`config.mk`:
```
export PLATFORM = sky130hd
export DESIGN_NAME = regfile_mp
export DESIGN_NICKNAME = d
export VERILOG_FILES = /design/src/rtl/regfile_mp.sv
export SDC_FILE = /design/constraint.sdc
export NUM_CORES = 1
export LEC_CHECK = 0
export CORE_MARGIN = 2
export CORE_UTILIZATION = 52
export DETAILED_ROUTE_END_ITERATION = 16
export PLACE_DENSITY = 0.77
export SKIP_LAST_GASP = 1
export SYNTH_ARGS = -nofsm -noshare
export SYNTH_HDL_FRONTEND = slang
export SYNTH_SLANG_ARGS = --single-unit
```
`constraint.sdc`:
```
create_clock -name clk -period 2.3 [get_ports clk]
set_input_delay 0.575 -clock clk [delete_from_list [all_inputs] [get_ports clk]]
set_output_delay 0.575 -clock clk [all_outputs]
set_load 0.005 [all_outputs]
```
`src/rtl/regfile_mp.sv`:
```
// regfile_mp: parametrised register file with hardware clear sequencer, two bypassed read ports,
// a debug read port and a per-register pending-write scoreboard for RAW hazard detection.
module regfile_mp #(
  parameter int              DATA_W   = 16,
  parameter int              ADDR_W   = 3,
  parameter logic [DATA_W-1:0] INIT_VAL = '0,
  parameter bit              ZERO_REG = 1'b0
) (
  input  logic              clk,
  input  logic              rst,
  input  logic              clr_req,
  output logic              busy,
  input  logic              we,
  input  logic [ADDR_W-1:0] waddr,
  input  logic [DATA_W-1:0] wdata,
  input  logic              re1,
  input  logic [ADDR_W-1:0] raddr1,
  output logic [DATA_W-1:0] rdata1,
  input  logic              re2,
  input  logic [ADDR_W-1:0] raddr2,
  output logic [DATA_W-1:0] rdata2,
  input  logic              sb_set,
  input  logic [ADDR_W-1:0] sb_addr,
  output logic              pend1,
  output logic              pend2,
  input  logic [ADDR_W-1:0] dbg_sel,
  output logic [DATA_W-1:0] dbg_data
);
  localparam int DEPTH = 2 ** ADDR_W;
  typedef enum logic {INIT, IDLE} state_t;
  state_t            state_q, state_d;
  logic [ADDR_W-1:0] clr_cnt_q, clr_cnt_d;
  logic [DEPTH-1:0]  pend_q, pend_d;
  logic [DATA_W-1:0] regs_q [DEPTH];
  logic              idle, wr_ok, sb_ok;
  assign busy  = (state_q == INIT);
  assign idle  = (state_q == IDLE) & rst;
  assign wr_ok = idle & we & ~(ZERO_REG && waddr == '0);
  assign sb_ok = sb_set & ~(ZERO_REG && sb_addr == '0);
  always_comb begin
    state_d   = state_q;
    clr_cnt_d = clr_cnt_q;
    pend_d    = pend_q;
    if (state_q == INIT) begin
      clr_cnt_d = clr_cnt_q + 1'b1;
      pend_d    = '0;
      state_d   = (clr_cnt_q == ADDR_W'(DEPTH - 1)) ? IDLE : INIT;
    end else if (clr_req) begin
      state_d   = INIT;
      clr_cnt_d = '0;
      pend_d    = '0;
    end else begin
      // set after clear so a new producer overrides the retiring one
      if (we) pend_d[waddr] = 1'b0;
      if (sb_ok) pend_d[sb_addr] = 1'b1;
    end
  end
  always_ff @(posedge clk or negedge rst) begin
    if (!rst) begin
      state_q   <= INIT;
      clr_cnt_q <= '0;
      pend_q    <= '0;
    end else begin
      state_q   <= state_d;
      clr_cnt_q <= clr_cnt_d;
      pend_q    <= pend_d;
    end
  end
  always_ff @(posedge clk) begin
    if (busy) regs_q[clr_cnt_q] <= INIT_VAL;
    else if (wr_ok) regs_q[waddr] <= wdata;
  end
  function automatic logic [DATA_W-1:0] rd(input logic re, input logic [ADDR_W-1:0] a);
    return (!idle || !re || (ZERO_REG && a == '0)) ? '0 :
           (we && waddr == a) ? wdata : regs_q[a];
  endfunction
  function automatic logic pd(input logic re, input logic [ADDR_W-1:0] a);
    return idle & re & pend_q[a] & ~(we && waddr == a);
  endfunction
  assign rdata1   = rd(re1, raddr1);
  assign rdata2   = rd(re2, raddr2);
  assign pend1    = pd(re1, raddr1);
  assign pend2    = pd(re2, raddr2);
  assign dbg_data = (!idle || (ZERO_REG && dbg_sel == '0)) ? '0 : regs_q[dbg_sel];
endmodule
```
==> results of run 1 <==
-- state kept, by name, indices dropped and copies added (netlist names) --
name	flops
regs_q	128
state_q	1
clr_cnt_q	3
pend_q	8
-- routing by layer --
metal / routed length (um) / global-route usage (%)
met1: 10600 / 42.7
met2: 16700 / 64.9
met3: 3790 / 9.65
met4: 2760 / 23.0
met5: 0 / 0
-- cell usage in the layout (no fill, tap or decap), types with 8 or more instances in the layout --
master and n:
edfxtp_1 128, buf_4 86, mux4_2 70, mux2i_1 61, buf_2 53, nor2_1 40
buf_6 36, buf_12 36, a211oi_2 23, o22ai_2 23, clkdlybuf4s50_1 23, nor3_2 21
clkbuf_16 18, and2_1 16, buf_8 13, mux2i_2 12, nor3_1 11, dfrtp_1 11
nor2_4 10, mux2i_4 8, a211oi_4 8, a21oi_1 8, buf_16 8
-- repair_timing --
item / CTS / global route
pin swaps: 80 / 36
resized for setup: 440 / 57
gates cloned: 14 / 1
buffers inserted: 64 / 11
hold buffers: 0 / 0
hold endpoints to repair: 0 / 0
endpoints found under the setup margin: 50 / 51
-- cells by family (layout without fill, tap and decap cells) --
family | Yosys count | count (layout) | share of synthesized area, %
muxes | 151 | 151 | 28.3
DFF | 140 | 140 | 49.1
and+or+nand+nor | 139 | 139 | 9.25
AOI/OAI and AO/OA | 87 | 87 | 7.90
buffers and inverters | 56 | 301 | 4.46
xor gates and xnor gates | 6 | 6 | 0.623
adders and majority gates | 2 | 2 | 0.297
other | 0 | 1 | 0
-- synthesized netlist by cell type (3+ instances only) --
cell type,instances
a211oi_1,14
nand3_1,7
a211oi_2,18
nor3_1,15
xnor2_1,6
buf_4,7
buf_1,4
buf_6,12
clkbuf_1,8
nor3_2,20
nor2b_1,3
o21ai_0,7
buf_2,18
dfrtp_1,12
inv_1,5
edfxtp_1,128
mux2i_1,81
nor2_1,57
o22ai_1,30
mux4_2,69
a31oi_1,4
and2_1,16
a21oi_1,8
nand2_1,7
-- critical path: cells and delay by family --
kind	cells	cell delay [ns]
buffers and inverters	4	0.48
and+or+nand+nor	1	0.05
muxes	1	0.55
AOI/OAI and AO/OA	1	0.32
-- metrics by stage --
stage | setup slack (ns) | instances | total power, uW | TNS (ns)
global placement | -1.06 | 931 | 6890 | -76.83
finish | -0.270 | 1043 | 10600 | -7.41
floorplan | -0.0752 | 581 | 5580 | -5.53
detailed placement | -1.08 | 931 | 7020 | -86.93
global route | -0.278 | 1042 | 10900 | -8.64
CTS | -0.230 | 1039 | 10200 | -5.88
-- cell type report --
type / instances / area (sq um) / area share [%]
Sequential cell: 140 / 4150 / 33.1
Clock buffer: 20 / 457 / 3.65
Inverter: 5 / 18.8 / 0.150
Antenna cell: 1 / 2.50 / 0.0200
Timing Repair Buffer: 264 / 2850 / 22.7
Multi-Input combinational cell: 385 / 4660 / 37.2
Tap cell: 216 / 270 / 2.16
Clock inverter: 12 / 113 / 0.900
-- worst max path at each step --
| stage | to | startpoint | slack, ns |
|---|---|---|---|
| after floorplan | regs_q[3][0] | we | -0.08 |
| after global placement | rdata1[2] | raddr1[1] | -1.06 |
| after detailed placement | rdata2[4] | raddr2[1] | -1.08 |
| after CTS | rdata2[6] | raddr2[1] | -0.23 |
| after global routing | rdata1[5] | raddr1[1] | -0.28 |
| final | rdata1[9] | raddr1[1] | -0.27 |
-- where the power goes --
group | leakage [uW] | switching, uW | internal [uW] | total, uW
clock network | 0.000265 | 1130 | 1550 | 2670
registers | 0.00137 | 545 | 3590 | 4130
logic | 0.00311 | 2030 | 1820 | 3840
==> results.ini, run 1 <==
[logic_synthesis]
yosys_warnings = 0
synth.area.top_cells = edfxtp_1, mux4_2, mux2i_1
synthFlopType = edfxtp_1
yosys.area.top_type_share_pct = 45.6
synth_area_per_cell_sq_um = 14.5
synth.distinct_cells = 40
ys_seq_elements = 140
synth-edff-count = 128
syn-instance-count = 581
synth_fp_nets = 621
async_flop_share_pct = 8.57
syn-cell-area_sq_mm = 0.00844
seq_area_frac_synth_pct = 49.1
yosys.area.top_type = edfxtp_1

[final_layout]
stdcell_area_sq_mm = 0.0125
final_core_util_pct = 78.7
drive_gt1_share_pct = 57.6
area_growth_pct = 48.3
fillers = 826
nNetsFinal = 853

[routing]
dr.pass1.iters = 6
ant_nets = 0
routed_wire_length_per_instance_um = 32.4
drt_iter0_markers = 986
viasPerCell = 7.15
routed_wl_um = 33800
drcViolationCount = 0
vias = 7458

[global_route]
antenna_found_initial = 1
grt.overflow.total = 0
track_usage_pct = 37.9
grt_first_pass_wirelength_um = 47700
grt_pass1_vias = 7672
grt_max_degree = 27

[placed_design]
place_area_sq_mm = 0.0102
place_hpwl_um = 17000
port_buffers = 88
gp_congestion = 0.931

[worst_setup_path]
start_kind = input port
r2r-start = state_q
cpMaxStageDelayCell = mux4_2
reg2reg_depth = 5
cpMostUsedCell = buf_12
path_max_fanout = 4
arrival_ns = 2.00
end_kind = output port
cp_cell_sequence = buf_12, buf_12, buf_8, mux4_2, a211oi_4, nor3_2, buf_2
cp_data_required_time_ns = 1.73
ff2ff_setup_slack_ns = 0.20
criticalPathCategory = input port to output port
slowest_delay_ns = 0.55
r2r_end = regs_q[1][5]

[clock_tree]
cts_tree = done
clockBufferDepth = 2
cts_htree_levels = 4
path_clk_slew_ns = 0.06
cts.sinks = 140
clock_latency_ns = 0.44
cts_root_buf = clkbuf_16
cts_buffers = 17

[sta]
slew_violations = 0
hold_viol = 0
setup_viol = 50
slew_headroom_pct = 66.4
fin_ws_ns = -0.270
worst_pin_slew_ns = 0.505
finalClockSkew_ns = 0.0105
hold-worst-slack_ns = 0.256
fmax_ghz = 0.389
post-route-period-util_pct = 112
rsz0062_at_grt = true
finalCriticalPeriod_ns = 2.57

[die]
dieArea_sq_mm = 0.0173
boundaryPins = 89
design.core.area_sq_mm = 0.0159
chipHeight_um = 131
fp.dieW_um = 131
start_util_pct = 53.1
placementRows = 46

[status]
status = finished with violations
violations = negative setup slack

[job]
cap_viol_max_count = 0

[worst_hold_path]
hold_class = input port to async pin

[power]
vdd_drop_max_uv = 707
p_leak_uw = 0.00474
power_density_mw_per_mm2 = 851

(Power assumes the default switching activity.)
==> inputs of run 2 (changes only) <==
SETUP_SLACK_MARGIN = 0.5   (was unset)
==> results.ini, run 2 (synthesized netlist as in run 1, its figures left out) <==
[status]
status = finished with violations
violations = negative setup slack

[final_layout]
top_register = regs_q
stdcell_count = 1094  ; +4.9%
multi_input_area_sq_mm = 0.00470  ; +0.86%
nNetsFinal = 904  ; +6.0%
layout_common_cells = edfxtp_1, buf_4, mux4_2
largest_register_ffs = 128  ; unchanged
reg.largest.list = regs_q: 128 flops, pend_q: 8 flops, clr_cnt_q: 3 flops
mostFrequentLayoutCell = edfxtp_1
area_growth_pct = 55.9
drive_gt1_share_pct = 59.5  ; +1.9 points
fillers = 739  ; -11%
seqCellArea_sq_mm = 0.00414  ; about the same

[global_route]
grt_pass1_vias = 7960  ; +3.8%
antenna_found_initial = 0  ; -1
grt.overflow.total = 0  ; unchanged
grt_first_pass_wirelength_um = 51000  ; +6.9%
track_usage_pct = 40.7  ; +2.8 points
grt_max_degree = 21  ; -22%

[clock_tree]
clockBufferDepth = 2  ; unchanged
cts_buffers = 17  ; unchanged
cts.sinks = 140  ; unchanged
cts_htree_levels = 4  ; unchanged
cts_tree = done
clock_latency_ns = 0.45  ; about the same
cts_hold_buf = 0  ; unchanged
cts_root_buf = clkbuf_16
path_clk_slew_ns = 0.06  ; about the same

[worst_setup_path]
start_kind = input port
criticalPathCategory = input port to output port
cp_data_required_time_ns = 1.73  ; about the same
cp_cell_sequence = buf_6, buf_6, mux2i_1, o22ai_2, a211oi_4, nor3_2, buf_2
arrival_ns = 2.13  ; +0.13 ns
slowest_delay_ns = 0.52  ; -0.03 ns
reg2reg_depth = 12  ; +7
path_max_fanout = 13  ; +9
cpMostUsedCell = buf_6
cpMaxStageDelayCell = mux2i_1
end_kind = output port

[die]
chipHeight_um = 131  ; unchanged
fp.dieW_um = 131  ; unchanged
placementRows = 46  ; unchanged
boundaryPins = 89  ; unchanged
start_util_pct = 53.1  ; unchanged
dieArea_sq_mm = 0.0173  ; unchanged
design.core.area_sq_mm = 0.0159  ; unchanged

[sta]
post-route-period-util_pct = 118  ; +5.8 points
rsz0062_at_grt = true
fin_ws_ns = -0.405  ; -0.134 ns
finalCriticalPeriod_ns = 2.70  ; +0.134 ns
hold_viol = 0  ; unchanged
slew_headroom_pct = 63.2  ; -3.2 points
slew_violations = 0  ; unchanged
finalClockSkew_ns = 0.0144  ; +0.00388 ns
fmax_ghz = 0.370  ; -5.0%
worst_pin_slew_ns = 0.537  ; +0.0319 ns
hold-worst-slack_ns = 0.221  ; -0.0344 ns
setup_viol = 49  ; -2.0%

[routing]
ant_nets = 0  ; unchanged
routed_wire_length_per_instance_um = 34.8  ; +7.3%
drcViolationCount = 0  ; unchanged
viasPerCell = 7.31  ; +2.2%
drt_iter0_markers = 1275  ; +29%
routed_wl_um = 38000  ; +13%
dr.pass1.iters = 5  ; -1
vias = 7992  ; +7.2%

[power]
vdd_drop_max_uv = 683  ; -3.4%
power_density_mw_per_mm2 = 911  ; +7.1%
p_leak_uw = 0.00508  ; +7.1%

[job]
cap_viol_max_count = 0  ; unchanged

[placed_design]
dp_cells = 937  ; +0.64%
place_hpwl_um = 17300  ; +2.2%
port_buffers = 88  ; unchanged
gp_congestion = 0.859  ; -7.7%

[worst_hold_path]
hold_class = input port to async pin

## run 2: critical path: cells and delay by family
kind | cells | cell delay [ns]
AO/OA/AOI/OAI | 2 | 0.42
buffers and inverters | 3 | 0.54
multiplexers | 1 | 0.52
AND/OR/NAND/NOR | 1 | 0.07
## run 2: path summary, 6_finish.rpt
| kind | start | to | slack, ns |
|---|---|---|---|
| setup / recovery | raddr2[2] | rdata2[4] | -0.40 |
| max in group asynchronous | rst | pend_q[1] | 1.91 |
| min in group clk | clr_cnt_q[0] | clr_cnt_q[0] | 0.60 |
| hold / removal | rst | clr_cnt_q[2] | 0.22 |
| hold reg to reg | clr_cnt_q[0] | clr_cnt_q[0] | 0.60 |
| setup reg to reg | state_q | regs_q[0][15] | 0.14 |
## run 2: layer usage
| metal | up-vias | global-route usage (%) | wire length [um] |
|---|---|---|---|
| met5 | - | 0 | 0 |
| met3 | 307 | 9.92 | 5220 |
| met2 | 894 | 65.2 | 17600 |
| met1 | 3858 | 47.5 | 12000 |
| met4 | 0 | 31.1 | 3220 |
| li1 | 2933 | - | - |
## run 2: final cells by class
class / instances / area share (%)
clock buffers: 19 / 3.29
clock inverters: 13 / 1.26
repair buffers: 314 / 26.0
multi-input cells: 386 / 35.7
inverters: 5 / 0.162
flip-flops and latches: 140 / 31.5
diodes: 1 / 0.0190
well taps: 216 / 2.05
## run 2: metrics by stage
stage	util, %	setup TNS, ns	power (uW)	setup WS (ns)	instance area [sq um]
6_report	82.8	-10.76	12000	-0.405	13200
5_1_grt	82.8	-12.17	12200	-0.360	13200
4_1_cts	79.4	-7.16	11000	-0.258	12600
3_5_place_dp	65.9	-97.52	7320	-1.07	10500
3_3_place_gp	65.9	-88.48	7150	-1.10	10500
2_1_floorplan	-	0	5800	0.187	8780
## run 2: report_power, final
part | switching, uW | internal [uW]
registers | 589 | 3580
clock network | 1250 | 1720
logic | 2430 | 2420
## run 2: repair_timing
| item | 4_1_cts | 5_1_grt |
|---|---|---|
| setup buffers | 74 | 36 |
| cloned | 14 | 0 |
| resized for setup | 397 | 66 |
| endpoints found under the setup margin | 219 | 147 |
| pin swaps | 68 | 39 |
==> inputs of run 3 (changes only) <==
CORE_UTILIZATION = 58   (was 52)
DONT_BUFFER_PORTS = 1   (was unset)
PLACE_DENSITY = 0.76   (was 0.77)
==> results.ini, run 3 (synthesized netlist as in run 1, its figures left out) <==
[status]
status = finished with violations
violations = negative setup slack

[power]
p_comb_share_pct = 30.5  ; -10 points
p_leak_uw = 0.00342  ; -33%
p_switching_uw = 3040  ; -29%
vdd_drop_max_uv = 705  ; +3.2%
power_frac_seq_pct = 42.0  ; +7.2 points
netSwitchingFraction_pct = 31.5  ; -4.1 points
intPower_uw = 6590  ; -15%
clockPowerShare_pct = 27.5  ; +2.8 points
power_density_mw_per_mm2 = 981  ; +7.6%

[clock_tree]
cts_tree = done
clockBufferDepth = 2  ; unchanged
cts_buffers = 17  ; unchanged
cts.sinks = 140  ; unchanged
path_clk_slew_ns = 0.06  ; about the same
cts_root_buf = clkbuf_16
cts_htree_levels = 4  ; unchanged
clock_latency_ns = 0.42  ; -0.03 ns

[die]
chipHeight_um = 125  ; -5.2%
placementRows = 44  ; -4.3%
boundaryPins = 89  ; unchanged
fp.dieW_um = 125  ; -5.2%
dieArea_sq_mm = 0.0155  ; -10%
start_util_pct = 58.7  ; +5.6 points
design.core.area_sq_mm = 0.0144  ; -9.5%

[global_route]
grt_pass1_vias = 6048  ; -24%
grt_first_pass_wirelength_um = 35900  ; -30%
track_usage_pct = 30.9  ; -9.8 points
grt_max_degree = 50  ; +140%
antenna_found_initial = 0  ; unchanged
grt.overflow.total = 0  ; unchanged

[final_layout]
drive_gt1_share_pct = 39.8  ; -20 points
nNetsFinal = 653  ; -28%
area_growth_pct = 16.4
mostFrequentLayoutCell = edfxtp_1
final_core_util_pct = 68.3  ; -14 points
diodes = 0  ; -1
top_register = regs_q
reg.largest.list = regs_q: 128 flops, pend_q: 8 flops, clr_cnt_q: 3 flops
layout_common_cells = edfxtp_1, mux2i_1, mux4_2
largest_register_ffs = 128  ; unchanged

[routing]
drcViolationCount = 0  ; unchanged
routed_wl_um = 23900  ; -37%
dr.pass1.iters = 7  ; +2
vias = 5931  ; -26%
viasPerCell = 7.32  ; +0.23%
routed_wire_length_per_instance_um = 29.5  ; -15%
drt_iter0_markers = 693  ; -46%
ant_nets = 0  ; unchanged

[sta]
slew_violations = 0  ; unchanged
final.setup.tns_ns = -0.921  ; +9.84 ns
fin_ws_ns = -0.123  ; +0.282 ns
setup_viol = 12  ; -76%
post-route-period-util_pct = 105  ; -12 points
fmax_ghz = 0.413  ; +12%
worst_pin_slew_ns = 0.581  ; +0.0445 ns
hold_viol = 0  ; unchanged
finalCriticalPeriod_ns = 2.42  ; -0.282 ns
slew_headroom_pct = 61.1  ; -2.1 points
rsz0062_at_grt = true
finalClockSkew_ns = 0.00931  ; -0.00510 ns

[worst_setup_path]
cp_data_required_time_ns = 1.73  ; about the same
cp_top_family = multiplexers
start_kind = register
slowest_delay_ns = 0.48  ; -0.04 ns
cpMaxStageDelayCell = mux4_2
path_max_fanout = 3  ; -10
end_kind = output port
crit_buf_inv = 2  ; -1
cp_cell_sequence = mux4_2, mux2i_1, a211oi_1, buf_4, buf_6
arrival_ns = 1.85  ; -0.28 ns
criticalPathCategory = register to output port

[placed_design]
gp_congestion = 0.934  ; +8.7%
place_hpwl_um = 14400  ; -17%
port_buffers = 0  ; -100%

[job]
cap_viol_max_count = 0  ; unchanged

[worst_hold_path]
hold_class = input port to register

## run 3: cell type report
class | count | area (sq um)
well taps | 184 | 230
fillers | 926 | 4550
repair buffers | 63 | 617
flip-flops and latches | 140 | 4150
clock buffers | 18 | 429
inverters | 5 | 18.8
multi-input cells | 386 | 4230
clock inverters | 14 | 146
## run 3: metrics by stage
| step | total power, uW | cells | instance area (sq um) | setup WS, ns | hold slack [ns] |
|---|---|---|---|---|---|
| after floorplan | 5800 | 581 | 8780 | 0.187 | 0.279 |
| after global placement | 6560 | 751 | 8880 | 0.0554 | 0.280 |
| after CTS | 9440 | 796 | 9640 | -0.115 | 0.298 |
| final | 9630 | 810 | 9820 | -0.123 | 0.305 |
| after global routing | 9960 | 810 | 9820 | -0.149 | 0.322 |
| after detailed placement | 6690 | 751 | 8880 | 0.0425 | 0.280 |
## run 3: final timing paths
| path | start | to | slack (ns) | cells past startpoint |
|---|---|---|---|---|
| hold / removal | sb_addr[0] | pend_q[5] | 0.31 | 2 |
| setup reg to reg | state_q | regs_q[5][12] | 0.55 | 6 |
| max in group asynchronous | rst | state_q | 1.29 | 1 |
| setup / recovery | regs_q[5][14] | rdata1[14] | -0.12 | 5 |
| hold reg to reg | pend_q[2] | pend_q[2] | 0.56 | 2 |
| min in group asynchronous | rst | clr_cnt_q[1] | 0.60 | 1 |
## run 3: metal layers
| layer | up-vias | wire length, um | GRT usage [%] |
|---|---|---|---|
| li1 | 2423 | - | - |
| met1 | 2992 | 8660 | 41.0 |
| met2 | 442 | 11800 | 49.9 |
| met3 | 74 | 2660 | 7.09 |
| met4 | 0 | 793 | 12.8 |
| met5 | - | 0 | 0 |
## run 3: power groups by stage
stage / Clock, uW / Sequential (uW) / Combinational (uW)
2_1_floorplan: 0 / 3880 / 1920
3_3_place_gp: 0 / 4000 / 2560
3_5_place_dp: 0 / 4070 / 2620
4_1_cts: 2660 / 4010 / 2770
5_1_grt: 2790 / 4100 / 3080
6_report: 2650 / 4040 / 2940
## run 3: timing repair
| action | 4_1_cts | 5_1_grt |
|---|---|---|
| gates cloned | 0 | 1 |
| setup buffers | 12 | 13 |
| hold endpoints to repair | 12 | 0 |
| pin swaps | 36 | 3 |
| hold buffers | 1 | 0 |
| endpoints found under the setup margin | 179 | 179 |
| resized for setup | 16 | 11 |
